$ cat src/rtl/delay_line_pkg.sv
// Shared constants and FSM state type for the delay-line probe and the line modules.
package delay_line_pkg;

    localparam int unsigned DEF_WIDTH     = 8;
    localparam int unsigned DEF_CNT_W     = 8;
    localparam int unsigned DEF_MAX_DELAY = 127;
    localparam logic [7:0]  DEF_PATTERN   = 8'hA5;

    typedef enum logic [2:0] {
        IDLE  = 3'd0,
        FLUSH = 3'd1,
        SEND  = 3'd2,
        WAIT  = 3'd3,
        DONE  = 3'd4
    } probe_state_e;

endpackage

$ cat src/rtl/delay_line_probe_if.sv
// Probe-side bundle: start request, line stimulus/echo and measurement results.
interface delay_line_probe_if
    import delay_line_pkg::*;
#(
    parameter int unsigned WIDTH = DEF_WIDTH,
    parameter int unsigned CNT_W = DEF_CNT_W
);

    logic             start;
    logic [WIDTH-1:0] echo_in;
    logic [WIDTH-1:0] probe_out;
    logic             busy;
    logic             done;
    logic             timeout;
    logic [CNT_W-1:0] delay_count;

    modport master (
        output start,
        output echo_in,
        input  probe_out,
        input  busy,
        input  done,
        input  timeout,
        input  delay_count
    );

    modport slave (
        input  start,
        input  echo_in,
        output probe_out,
        output busy,
        output done,
        output timeout,
        output delay_count
    );

endinterface

$ cat src/rtl/probe_counter.sv
// Saturating up-counter with synchronous clear and a terminal flag at MAX_VAL.
module probe_counter
    import delay_line_pkg::*;
#(
    parameter int unsigned CNT_W   = DEF_CNT_W,
    parameter int unsigned MAX_VAL = DEF_MAX_DELAY
) (
    input  logic             clk,
    input  logic             rst_n,
    input  logic             clr,
    input  logic             en,
    output logic [CNT_W-1:0] cnt,
    output logic             term
);

    localparam logic [CNT_W-1:0] TERM_VAL = CNT_W'(MAX_VAL);

    assign term = (cnt == TERM_VAL);

    always_ff @(posedge clk) begin
        if (!rst_n || clr) begin
            cnt <= '0;
        end else if (en && !term) begin
            cnt <= cnt + CNT_W'(1);
        end
    end

endmodule

$ cat src/rtl/delay_line_probe.sv
// Delay-line latency probe: flush with zeros, inject PATTERN once, count clocks until it echoes.
module delay_line_probe
    import delay_line_pkg::*;
#(
    parameter int unsigned      WIDTH     = DEF_WIDTH,
    parameter int unsigned      CNT_W     = DEF_CNT_W,
    parameter int unsigned      MAX_DELAY = DEF_MAX_DELAY,
    parameter logic [WIDTH-1:0] PATTERN   = WIDTH'(DEF_PATTERN)
) (
    input logic               clk,
    input logic               rst_n,
    delay_line_probe_if.slave bus
);

    probe_state_e     state;
    logic [CNT_W-1:0] cnt;
    logic             term;
    logic             cnt_clr;
    logic             cnt_en;
    logic             match;

    assign match = (bus.echo_in == PATTERN);

    // Clearing at the end of FLUSH and stepping in SEND lands cnt at 1 on the first WAIT cycle.
    always_comb begin
        cnt_clr = 1'b0;
        cnt_en  = 1'b0;
        unique case (state)
            IDLE:    cnt_clr = 1'b1;
            FLUSH:   if (term) cnt_clr = 1'b1; else cnt_en = 1'b1;
            SEND:    cnt_en = 1'b1;
            WAIT:    cnt_en = !match;
            default: cnt_clr = 1'b1;
        endcase
    end

    probe_counter #(
        .CNT_W  (CNT_W),
        .MAX_VAL(MAX_DELAY)
    ) u_counter (
        .clk  (clk),
        .rst_n(rst_n),
        .clr  (cnt_clr),
        .en   (cnt_en),
        .cnt  (cnt),
        .term (term)
    );

    always_ff @(posedge clk) begin
        if (!rst_n) begin
            state           <= IDLE;
            bus.probe_out   <= '0;
            bus.busy        <= 1'b0;
            bus.done        <= 1'b0;
            bus.timeout     <= 1'b0;
            bus.delay_count <= '0;
        end else begin
            bus.done <= 1'b0;
            unique case (state)
                IDLE: begin
                    bus.probe_out <= '0;
                    if (bus.start) begin
                        state           <= FLUSH;
                        bus.busy        <= 1'b1;
                        bus.timeout     <= 1'b0;
                        bus.delay_count <= '0;
                    end
                end
                FLUSH: begin
                    if (term) begin
                        state         <= SEND;
                        bus.probe_out <= PATTERN;
                    end
                end
                SEND: begin
                    bus.probe_out <= '0;
                    if (match) begin
                        state           <= DONE;
                        bus.delay_count <= '0;
                        bus.busy        <= 1'b0;
                        bus.done        <= 1'b1;
                    end else begin
                        state <= WAIT;
                    end
                end
                WAIT: begin
                    // A match on the last searched cycle still counts as a result.
                    if (match) begin
                        state           <= DONE;
                        bus.delay_count <= cnt;
                        bus.busy        <= 1'b0;
                        bus.done        <= 1'b1;
                    end else if (term) begin
                        state           <= DONE;
                        bus.timeout     <= 1'b1;
                        bus.delay_count <= '1;
                        bus.busy        <= 1'b0;
                        bus.done        <= 1'b1;
                    end
                end
                DONE: begin
                    state <= IDLE;
                end
                default: begin
                    state         <= IDLE;
                    bus.probe_out <= '0;
                    bus.busy      <= 1'b0;
                end
            endcase
        end
    end

endmodule
$ cat src/flat_wrapper.sv
// flat-port wrapper written by rule: the top's interface ports become plain ports
module delay_line_probe_flat import delay_line_pkg::*;
#(
    parameter int unsigned      WIDTH     = DEF_WIDTH,
    parameter int unsigned      CNT_W     = DEF_CNT_W,
    parameter int unsigned      MAX_DELAY = DEF_MAX_DELAY,
    parameter logic [WIDTH-1:0] PATTERN   = WIDTH'(DEF_PATTERN)
)
  (clk, rst_n, bus_start, bus_echo_in, bus_probe_out, bus_busy, bus_done, bus_timeout, bus_delay_count);
  delay_line_probe_if #(.WIDTH(WIDTH), .CNT_W(CNT_W)) bus_i ();
  input logic clk;
  input logic rst_n;
  input wire logic [$bits(bus_i.start)-1:0] bus_start;
  input wire logic [$bits(bus_i.echo_in)-1:0] bus_echo_in;
  output wire logic [$bits(bus_i.probe_out)-1:0] bus_probe_out;
  output wire logic [$bits(bus_i.busy)-1:0] bus_busy;
  output wire logic [$bits(bus_i.done)-1:0] bus_done;
  output wire logic [$bits(bus_i.timeout)-1:0] bus_timeout;
  output wire logic [$bits(bus_i.delay_count)-1:0] bus_delay_count;
  assign bus_i.start = bus_start;
  assign bus_i.echo_in = bus_echo_in;
  assign bus_probe_out = bus_i.probe_out;
  assign bus_busy = bus_i.busy;
  assign bus_done = bus_i.done;
  assign bus_timeout = bus_i.timeout;
  assign bus_delay_count = bus_i.delay_count;
  delay_line_probe #(.WIDTH(WIDTH), .CNT_W(CNT_W), .MAX_DELAY(MAX_DELAY), .PATTERN(PATTERN)) u_core (.clk(clk), .rst_n(rst_n), .bus(bus_i));
endmodule
$ cat config.mk
export PLATFORM = sky130hd
export DESIGN_NAME = delay_line_probe_flat
export DESIGN_NICKNAME = d
export VERILOG_FILES = /design/src/rtl/delay_line_pkg.sv /design/src/rtl/delay_line_probe_if.sv /design/src/rtl/probe_counter.sv /design/src/rtl/delay_line_probe.sv /design/src/flat_wrapper.sv
export SDC_FILE = /design/constraint.sdc
export NUM_CORES = 1
export LEC_CHECK = 0
export ABC_AREA = 1
export CAP_MARGIN = 20
export CORE_AREA = 2 2 59 61
export DETAILED_ROUTE_END_ITERATION = 10
export DIE_AREA = 0 0 61 63
export HOLD_SLACK_MARGIN = 0.02
export PLACE_DENSITY = 0.83
export SYNTH_ARGS = -nofsm -noshare
export SYNTH_HDL_FRONTEND = slang
export SYNTH_SLANG_ARGS = --single-unit
$ cat constraint.sdc
create_clock -name clk -period 1.4 [get_ports clk]
set_clock_uncertainty 0.1 [all_clocks]
set_input_delay 0.28 -clock clk [delete_from_list [all_inputs] [get_ports clk]]
set_output_delay 0.28 -clock clk [all_outputs]
set_load 0.01 [all_outputs]
# Word level (Yosys, flattened, before mapping)
# Index checks and enable logic that the tools add are counted.
# totals
ff_bits	30
in_bits	11
elab_cells	67
# op_classes
n_addsub	1
n_eq_ne	12
muxes	29
n_bitwise	2
n_reduce_logical	16
# ops
op	n
8-bit 2-to-1 mux	5
8-bit one-hot mux with 3 select lines	1
8-bit one-hot mux with 2 select lines	1
3-bit 2-to-1 mux	5
3-bit one-hot mux with 4 select lines	1
4-bit AND reduction	3
1-bit 2-to-1 mux	11
8-bit by 1-bit adder with 8-bit output, second input constant	1
8-bit by 7-bit == test with 1-bit output, second input constant	1
8-bit == test, second input constant	1
2-bit != test, second input constant	4
3-bit by 2-bit == test with 1-bit output, second input constant	2
1-bit one-hot mux with 2 select lines	3
2-bit OR reduction	3
1-bit one-hot mux with 4 select lines	1
3-bit by 1-bit == test with 1-bit output, second input constant	1
3-bit == test, second input constant	1
1-bit zero test	3
3-bit zero test	1
3-bit by 2-bit != test with 1-bit output, second input constant	1
1-bit one-hot mux with 3 select lines	1
3-bit AND reduction	1
3-bit nonzero test	1
2-bit by 1-bit != test with 1-bit output, second input constant	1
other kinds (5)	6

# Depth between registers and ports, before layout
# Gate-level depths: netlist (run 1).
# logic_depth
depth_word	4
depth_mapped	10
ltp_nobuf	10

# Modules after synthesis
# A second synthesis (run 1) with hierarchy kept.
# unflattened
cells_unflattened	219
area_unflattened_um2	1421.4
# modules_own_cells
module	n_inst	cells_each	area_per_inst_um2
delay_line_probe	1	156	953.4
probe_counter	1	63	467.9

# Least setup slack after synthesis (run 1)
# No wires, ideal clock.
# synth_path
kind	register to register
start	register u_core.u_counter.cnt[1]
end	register u_core.u_counter.cnt[6]
setup_ps	115
arrival_ps	1271
t_required_ps	1185
setup_slack_ps	-86
path_stages_with_launch	10
n_path_buf	1
synth_period_minus_slack_ps	1486
cell_sequence	dfxtp_1 > ha_1 > nand2_2 > nor2_4 > nand2_4 > nand2_4 > nand3_4 > buf_6 > a21oi_1 > nor2_1
# synth_via
elab_chain_len	4
word_cells_on_any_way	9
classes_between	add/sub: 1; eq/ne: 1; mux: 4; reduce/logical: 3
# synth_lines
element	line_no	rtl
from (decl)	probe_counter.sv:12	output logic [CNT_W-1:0] cnt,
from (signal assigned)	probe_counter.sv:24	cnt <= cnt + CNT_W'(1);
8-bit by 7-bit == test with 1-bit output	probe_counter.sv:18	assign term = (cnt == TERM_VAL);
1-bit 2-to-1 mux	delay_line_probe.sv:30	FLUSH: if (term) cnt_clr = 1'b1; else cnt_en = 1'b1;
1-bit one-hot mux with 3 select lines / 1-bit one-hot mux with 2 select lines (equally long branches)	delay_line_probe.sv:28	unique case (state)
1-bit logical AND / 1-bit logical OR (equally long branches)	probe_counter.sv:23, probe_counter.sv:21	
# Parallel ways exist; a longest one is shown, timed or not.
# A chain may end at the register's enable or synchronous reset.

# Worst setup path in the final report (run 1)
# layout_path
start	input port bus_echo_in[7]
end	register u_core.u_counter.cnt[7]
# layout_via
elab_chain_len	4
# layout_lines
element	line_no	rtl
from (decl)	flat_wrapper.sv:14	input wire logic [$bits(bus_i.echo_in)-1:0] bus_echo_in;
8-bit == test	delay_line_probe.sv:22	assign match = (bus.echo_in == PATTERN);
1-bit zero test	delay_line_probe.sv:32	WAIT: cnt_en = !match;
1-bit one-hot mux with 3 select lines	delay_line_probe.sv:28	
1-bit logical AND	probe_counter.sv:23	end else if (en && !term) begin
# No other way between the ends.

==> results of run 1 <==
[metal layers]
layer | track usage (%) | part of all wire, % | vias to the layer above
li1 | - | - | 765
met1 | 23.2 | 42 | 678
met2 | 34.7 | 50 | 36
met3 | 3.31 | 3.8 | 12
met4 | 10.1 | 3.5 | 0
met5 | 0 | 0 | -
[what timing repair did]
| item | in CTS | in global routing |
|---|---|---|
| endpoints found under the hold margin | 0 | 0 |
| hold buffers | 0 | 0 |
| gates resized for setup | 27 | 10 |
| pin swaps | 21 | 17 |
| setup buffers | 1 | 1 |
| endpoints found under the setup margin | 37 | 23 |
[worst reg2reg max path, stage by stage (launching register included)]
cell	delay [ns]
dfxtp_2	0.38
ha_4	0.15
nand2_4	0.06
nor2_4	0.09
nand2_4	0.09
nand2_4	0.09
nand3_4	0.10
buf_6	0.15
a21oi_2	0.11
nor2_1	0.05
[area by class of cell]
cell class | count | area (sq um)
fill | 274 | 1200
multi-input combinational | 153 | 857
timing repair buffer | 62 | 538
sequential | 23 | 465
inverter | 24 | 90.1
tap | 46 | 57.6
clock buffer | 3 | 22.5
clock inverter | 1 | 5.00
[sequential cells by signal, indices dropped and copies added, names as in the netlist]
name                    flops
u_core.bus.busy             1
u_core.bus.delay_count      8
u_core.bus.done             1
u_core.bus.probe_out        1
u_core.bus.timeout          1
u_core.state                3
u_core.u_counter.cnt        8
[cell usage in the layout (no fill, tap or decap), types with 2 or more instances in the layout]
cell	count
nand2_4	5
clkbuf_4	3
nand3_1	16
nand2_1	46
dfxtp_1	19
buf_4	32
inv_1	22
nand3_2	3
dfxtp_2	4
a21oi_1	4
a21oi_2	8
nand3b_1	2
inv_2	2
clkdlybuf4s50_1	10
nor3_1	3
nand4_1	10
buf_6	4
conb_1	4
nand3_4	2
dlygate4sd2_1	14
nor2_1	35
nor2_4	6
nand2_2	4
[logic make-up (layout without fill, tap and decap cells)]
group	after synthesis	count (layout)
AO/OA/AOI/OAI	14	14
XOR/XNOR	1	1
adder cells (fa/ha/maj)	1	1
buffers and inverters	35	90
flip-flops	23	23
other	1	4
AND/OR/NAND/NOR	133	133
[per-stage QoR]
stage,TNS [ns],hold slack (ns),utilization [%],total power [mW]
after floorplan,-0.203,0.331,-,1.27
after global placement,-6.90,0.345,59.9,1.60
after detailed placement,-8.18,0.348,59.9,1.62
after CTS,-0.819,0.364,61.6,1.93
after global routing,-2.86,0.397,63.0,2.12
final,-0.772,0.350,63.0,1.97
[worst paths after layout]
| path | startpoint | cells after the start | end |
|---|---|---|---|
| max | bus_echo_in[7] | 9 | u_core.u_counter.cnt[7] |
| min reg2reg | u_core.bus.busy | 2 | u_core.bus.busy |
| max reg2reg | u_core.u_counter.cnt[1] | 9 | u_core.u_counter.cnt[7] |
| min | u_core.bus.busy | 2 | u_core.bus.busy |
[where the power goes]
part	internal (mW)	total (mW)	switching [mW]
logic	0.412	0.872	0.460
registers	0.731	0.772	0.0410
clock network	0.107	0.322	0.215
total	1.25	1.97	0.716
==> summary.md, run 1 <==
| Metric | Value |
|---|---|
| Placed cell area | 1940 sq um |
| Fraction of registers with async set/reset | 0% |
| Count leader, synth | nand2_1 |
| Post-route insts no fill | 312 |
| First-pass GRT wire length | 5.98 mm |
| Post-Synthesis Cell Area | approximately 1400 sq um |
| Most instantiated cells after synthesis | 49 x nand2_1, 36 x nor2_1, 23 x dfxtp_1, 23 x inv_1, 19 x nand3_1 |
| Failing checks | negative setup slack |
| Total CTS buffers | 3 |
| Post-DR vias/cell | ~4.8 |
| CP max stage cell | clkdlybuf4s50_1 |
| Mux contribution to synthesized area | 0% |
| Routed vias | ~1500 |
| Fin area | 2040 sq um |
| Pwr per Cell Area | 966 nW/um^2 |
| Adder-cell area share of the yosys netlist | less than 1% |
| EDFF count, synth | 0 |
| Post-DP HPWL | between 2 and 3 mm |
| Worst Path Max Fanout | 5 |
| # rows | 21 |
| ANT cells | 0 |
| Crit path required time | about 1.5 ns |
| Initial core utilization | 42.8% |
| Min cycle time layout | around 1.5 ns |
| Layout Nets | 279 |
| Worst vdd ir | 0.411 mV |
| Antenna violations before repair | 0 |
| Pre-CTS setup slack | -0.426 ns |
| Simple-gate share of the synthesized area | 47.0% |
| Core Region | around 3200 sq um |
| Total gr overflow | 0 |
| Vias in the first global route | 1460 |
| Complex-gate fraction of the synthesized area | 5.61% |
| Top cells by area, synth | dfxtp_1 33%, nand2_1 13%, nor2_1 9.8%, nand3_1 6.9%, inv_1 6.2% |
| TritonCTS clock tree | built |
| Status | finished with violations |
| Avg WL per Cell | 10.9 um |
| Dpl cells | 306 |
| Period utilization | 105% |
| Yosys warnings | 0 |
| Largest net degree at the start of global routing | 14 |
| Area share of the largest cell type after synthesis | 33.3% |
| Gr usage total | 20.2% |
| Clock Sinks | 23 |
| Root Driver | clkbuf_4 |
| Syn Area/Cell | around 6.6 sq um |
| Area leader, netlist | dfxtp_1 |
| Die area | between 3000 and 4000 sq um |
| Post-route ant nets | 0 |
| Die height | 63 um |
| Synth Instances | 208 |
| Clk_lat worst skew | roughly 0.33 ns |
| Delay of the slowest cell on the worst path | ~0.46 ns |
| Cell variety after synth | 25 |
| Max-slew violation count | 0 |
| Initial DRC count | 76 |
| RePlAce Congestion | 0.829 |
| Reg clk slew, reported paths | 0.12 ns |
| Largest family of logic cells by synthesized area | simple AND/OR/NAND/NOR gates |
| Layout cells sized above 1 | 29.3% |
| Post-route DRC violation count | 0 |
| Kind of critical path | primary input to flip-flop |
| R2R Setup Slk | -0.06 ns |
| Clk buf depth | 2 |
| Die X | 61 um |
| Worst endpoint data arrival time | between 1.5 and 2 ns |
| Crit start category | primary input |
| Worst path cell trace | clkdlybuf4s50_1 -> nand2_1 -> nor2_4 -> nand2_4 -> nand2_2 -> nand3_4 -> buf_6 -> a21oi_2 -> nor2_1 |
| I/O pin count | 30 |
| Max Fclk | between 600 and 700 MHz |
| Setup violators final | 19 |
| Post-synth top flop | dfxtp_1 |
| Routed wire length | 3.39 mm |
| RSZ-0062 raised after global routing | yes |
| XOR/XNOR Fraction of Synth Area | 0.633% |
| Seq/Total Area, Yosys | between 30% and 40% |
| CP delay by family, top | buffers and inverters |
| CP bufs+invs | 2 |
| H-tree depth | 1 |
| Synth Register Bits | 23 |
| Port buffer count | 25 |
| Hold WC Path Type | flip-flop to flip-flop |
| DR pass1 iterations | 4 |
| Final setup margin | -0.0716 ns |
| Maxcap violations | 0 |
| CP endpoint kind | flip-flop |
| Leakage | 0.958 nW |
| Synth-to-Final Area Change | 47.2% |
| Final Hold Viols | 0 |
(Power assumes the default switching activity.)
==> inputs of run 2 (changes only) <==
- CORE_AREA: 2 2 59 61 -> 2 2 62 64
- DIE_AREA: 0 0 61 63 -> 0 0 64 66
- PLACE_DENSITY: 0.83 -> 0.77
- SLEW_MARGIN: not set -> 20
==> run 2 against run 1 <==
The run still ends with negative setup slack left. Combinational power increased by 1%. Hold slack improved by 0.019 ns. Count of clock-buffer cells in the layout unchanged. Critical path depth increased by 1. Sequential power increased by 0.5%. Clock power decreased by 4%. Final cell count increased by 0.96%. Fmax decreased by 3.2%. Die area increased by 9.9%.
==> summary.md, run 2 (synthesis results as in run 1) <==
| Metric | Value |
|---|---|
| Port buffer count | 25 |
| Cts hold-fix bufs | 0 |
| Most frequent cells in the layout | 46 x nand2_1, 35 x buf_4, 34 x nor2_1, 20 x inv_1, 18 x dfxtp_1 |
| Total Power | a little under 2 mW |
| Worst Path Max Fanout | 5 |
| Post-route insts no fill | 315 |
| CP endpoint kind | flip-flop |
| First-pass GRT wire length | 5.26 mm |
| Worst Setup SP | bus_echo_in[2] |
| Clk_lat worst skew | about 0.31 ns |
| Leakage | around 0.96 nW |
| Worst endpoint data arrival time | 1.67 ns |
| Max Fclk | 658 MHz |
| Final setup margin | -0.120 ns |
| Worst vdd ir | 0.377 mV |
| Dpl cells | roughly 310 |
| ANT cells | 0 |
| Die area | 4220 sq um |
| Die X | approximately 64 um |
| Kind of critical path | primary input to flip-flop |
| Crit path required time | 1.55 ns |
| Antenna violations before repair | 0 |
| # rows | 22 |
| Layout Nets | 280 |
| TritonCTS clock tree | built |
| Crit start category | primary input |
| Layout cells sized above 1 | 30.7% |
| Largest net degree at the start of global routing | 14 |
| Clk buf depth | 2 |
| FF-to-FF Start | u_core.u_counter.cnt[0] |
| Commonest non-fill, non-tap cell in the layout | nand2_1 |
| Die height | approximately 66 um |
| RePlAce Congestion | 0.848 |
| Clock Sinks | 23 |
| Period utilization | 109% |
| Status | finished with violations |
| Final Hold Viols | 0 |
| Number of fill cells | 332 |
| Setup violators final | 16 |
| Maxcap violations | 0 |
| Total gr overflow | 0 |
| Pwr per Cell Area | 958 nW/um^2 |
| Failing checks | negative setup slack |
| Total CTS buffers | 3 |
| Routed vias | around 1400 |
| Gr usage total | between 10% and 20% |
| RSZ-0062 raised after global routing | yes |
| Post-DR vias/cell | between 4 and 5 |
| Post-route DRC violation count | 0 |
| Post-DP HPWL | between 2 and 2.5 mm |
| Leading registers by flop count | u_core.bus.delay_count: 8 flops, u_core.u_counter.cnt: 8 flops, u_core.state: 3 flops |
| Synth-to-Final Area Change | 48.6% |
| Avg WL per Cell | 10.3 um |
| Vias in the first global route | 1266 |
| Hold Startpoint | u_core.bus.delay_count[2] |
| DR pass1 iterations | 4 |
| Routed wire length | 3.25 mm |
| Hold WC Path Type | flip-flop to flip-flop |
| I/O pin count | 30 |
| Pre-CTS setup slack | -0.465 ns |
| Min cycle time layout | roughly 1.5 ns |
| Initial core utilization | 38.9% |
| Post-route ant nets | 0 |
| Reg clk slew, reported paths | around 0.14 ns |
| Max-slew violation count | 0 |
| Root Driver | clkbuf_4 |
| Initial DRC count | 79 |
| Core Region | 3550 sq um |
| H-tree depth | 1 |
==> run 2: path summary, 6_finish.rpt <==
kind                               endpoint  slack [ns]  cells past startpoint
hold / removal    u_core.bus.delay_count[2]        0.37                      2
hold reg to reg   u_core.bus.delay_count[2]        0.37                      2
setup / recovery    u_core.u_counter.cnt[4]       -0.12                     10
setup reg to reg    u_core.u_counter.cnt[4]       -0.12                     10
==> run 2: worst max-delay path, stage by stage <==
cell and delay (ns):
clkdlybuf4s50_1 0.48, nand2_2 0.07, nor2_4 0.14, nand2_4 0.09, nand2_1 0.10, nand3_4 0.12, buf_12 0.16, nand3_2 0.05
nand2_1 0.05, nor2_1 0.11
==> run 2: per-stage QoR <==
step	setup TNS [ns]	hold slack, ns	cell area [sq um]	util, %
3_5_place_dp	-8.49	0.363	1940	54.7
4_1_cts	-1.35	0.378	1970	55.4
5_1_grt	-2.95	0.391	2050	57.9
2_1_floorplan	-0.203	0.331	1440	-
3_3_place_gp	-8.00	0.347	1940	54.7
6_report	-1.64	0.369	2050	57.9
==> run 2: cell type report <==
| cell class | instances | area [sq um] | share of cell area (%) |
|---|---|---|---|
| Multi-Input combinational cell | 153 | 851 | 41.4 |
| Timing Repair Buffer | 63 | 559 | 27.2 |
| Sequential cell | 23 | 467 | 22.7 |
| Inverter | 24 | 90.1 | 4.38 |
| Tap cell | 48 | 60.1 | 2.92 |
| Clock buffer | 3 | 22.5 | 1.10 |
| Clock inverter | 1 | 5.00 | 0.244 |
==> run 2: routing by layer <==
| layer | vias up | wire, um | part of all wire, % | GRT usage [%] |
|---|---|---|---|---|
| li1 | 766 | - | - | - |
| met1 | 649 | 1540 | 47 | 19.3 |
| met2 | 16 | 1630 | 50 | 27.5 |
| met3 | 2 | 49 | 1.5 | 1.53 |
| met4 | 0 | 23 | 0.71 | 4.08 |
| met5 | - | 0 | 0 | 0 |
==> run 2: repair_timing <==
| item | in CTS | in global routing |
|---|---|---|
| cloned | 0 | 1 |
| buffers inserted | 2 | 1 |
| setup endpoints to repair | 36 | 22 |
| pin swaps | 1 | 21 |
| endpoints found under the hold margin | 0 | 0 |
| resized for setup | 18 | 16 |
==> run 2: report_power, final <==
group | switching [mW] | internal [mW] | total, mW
logic | 0.450 | 0.432 | 0.882
registers | 0.0449 | 0.731 | 0.776
clock network | 0.203 | 0.106 | 0.310
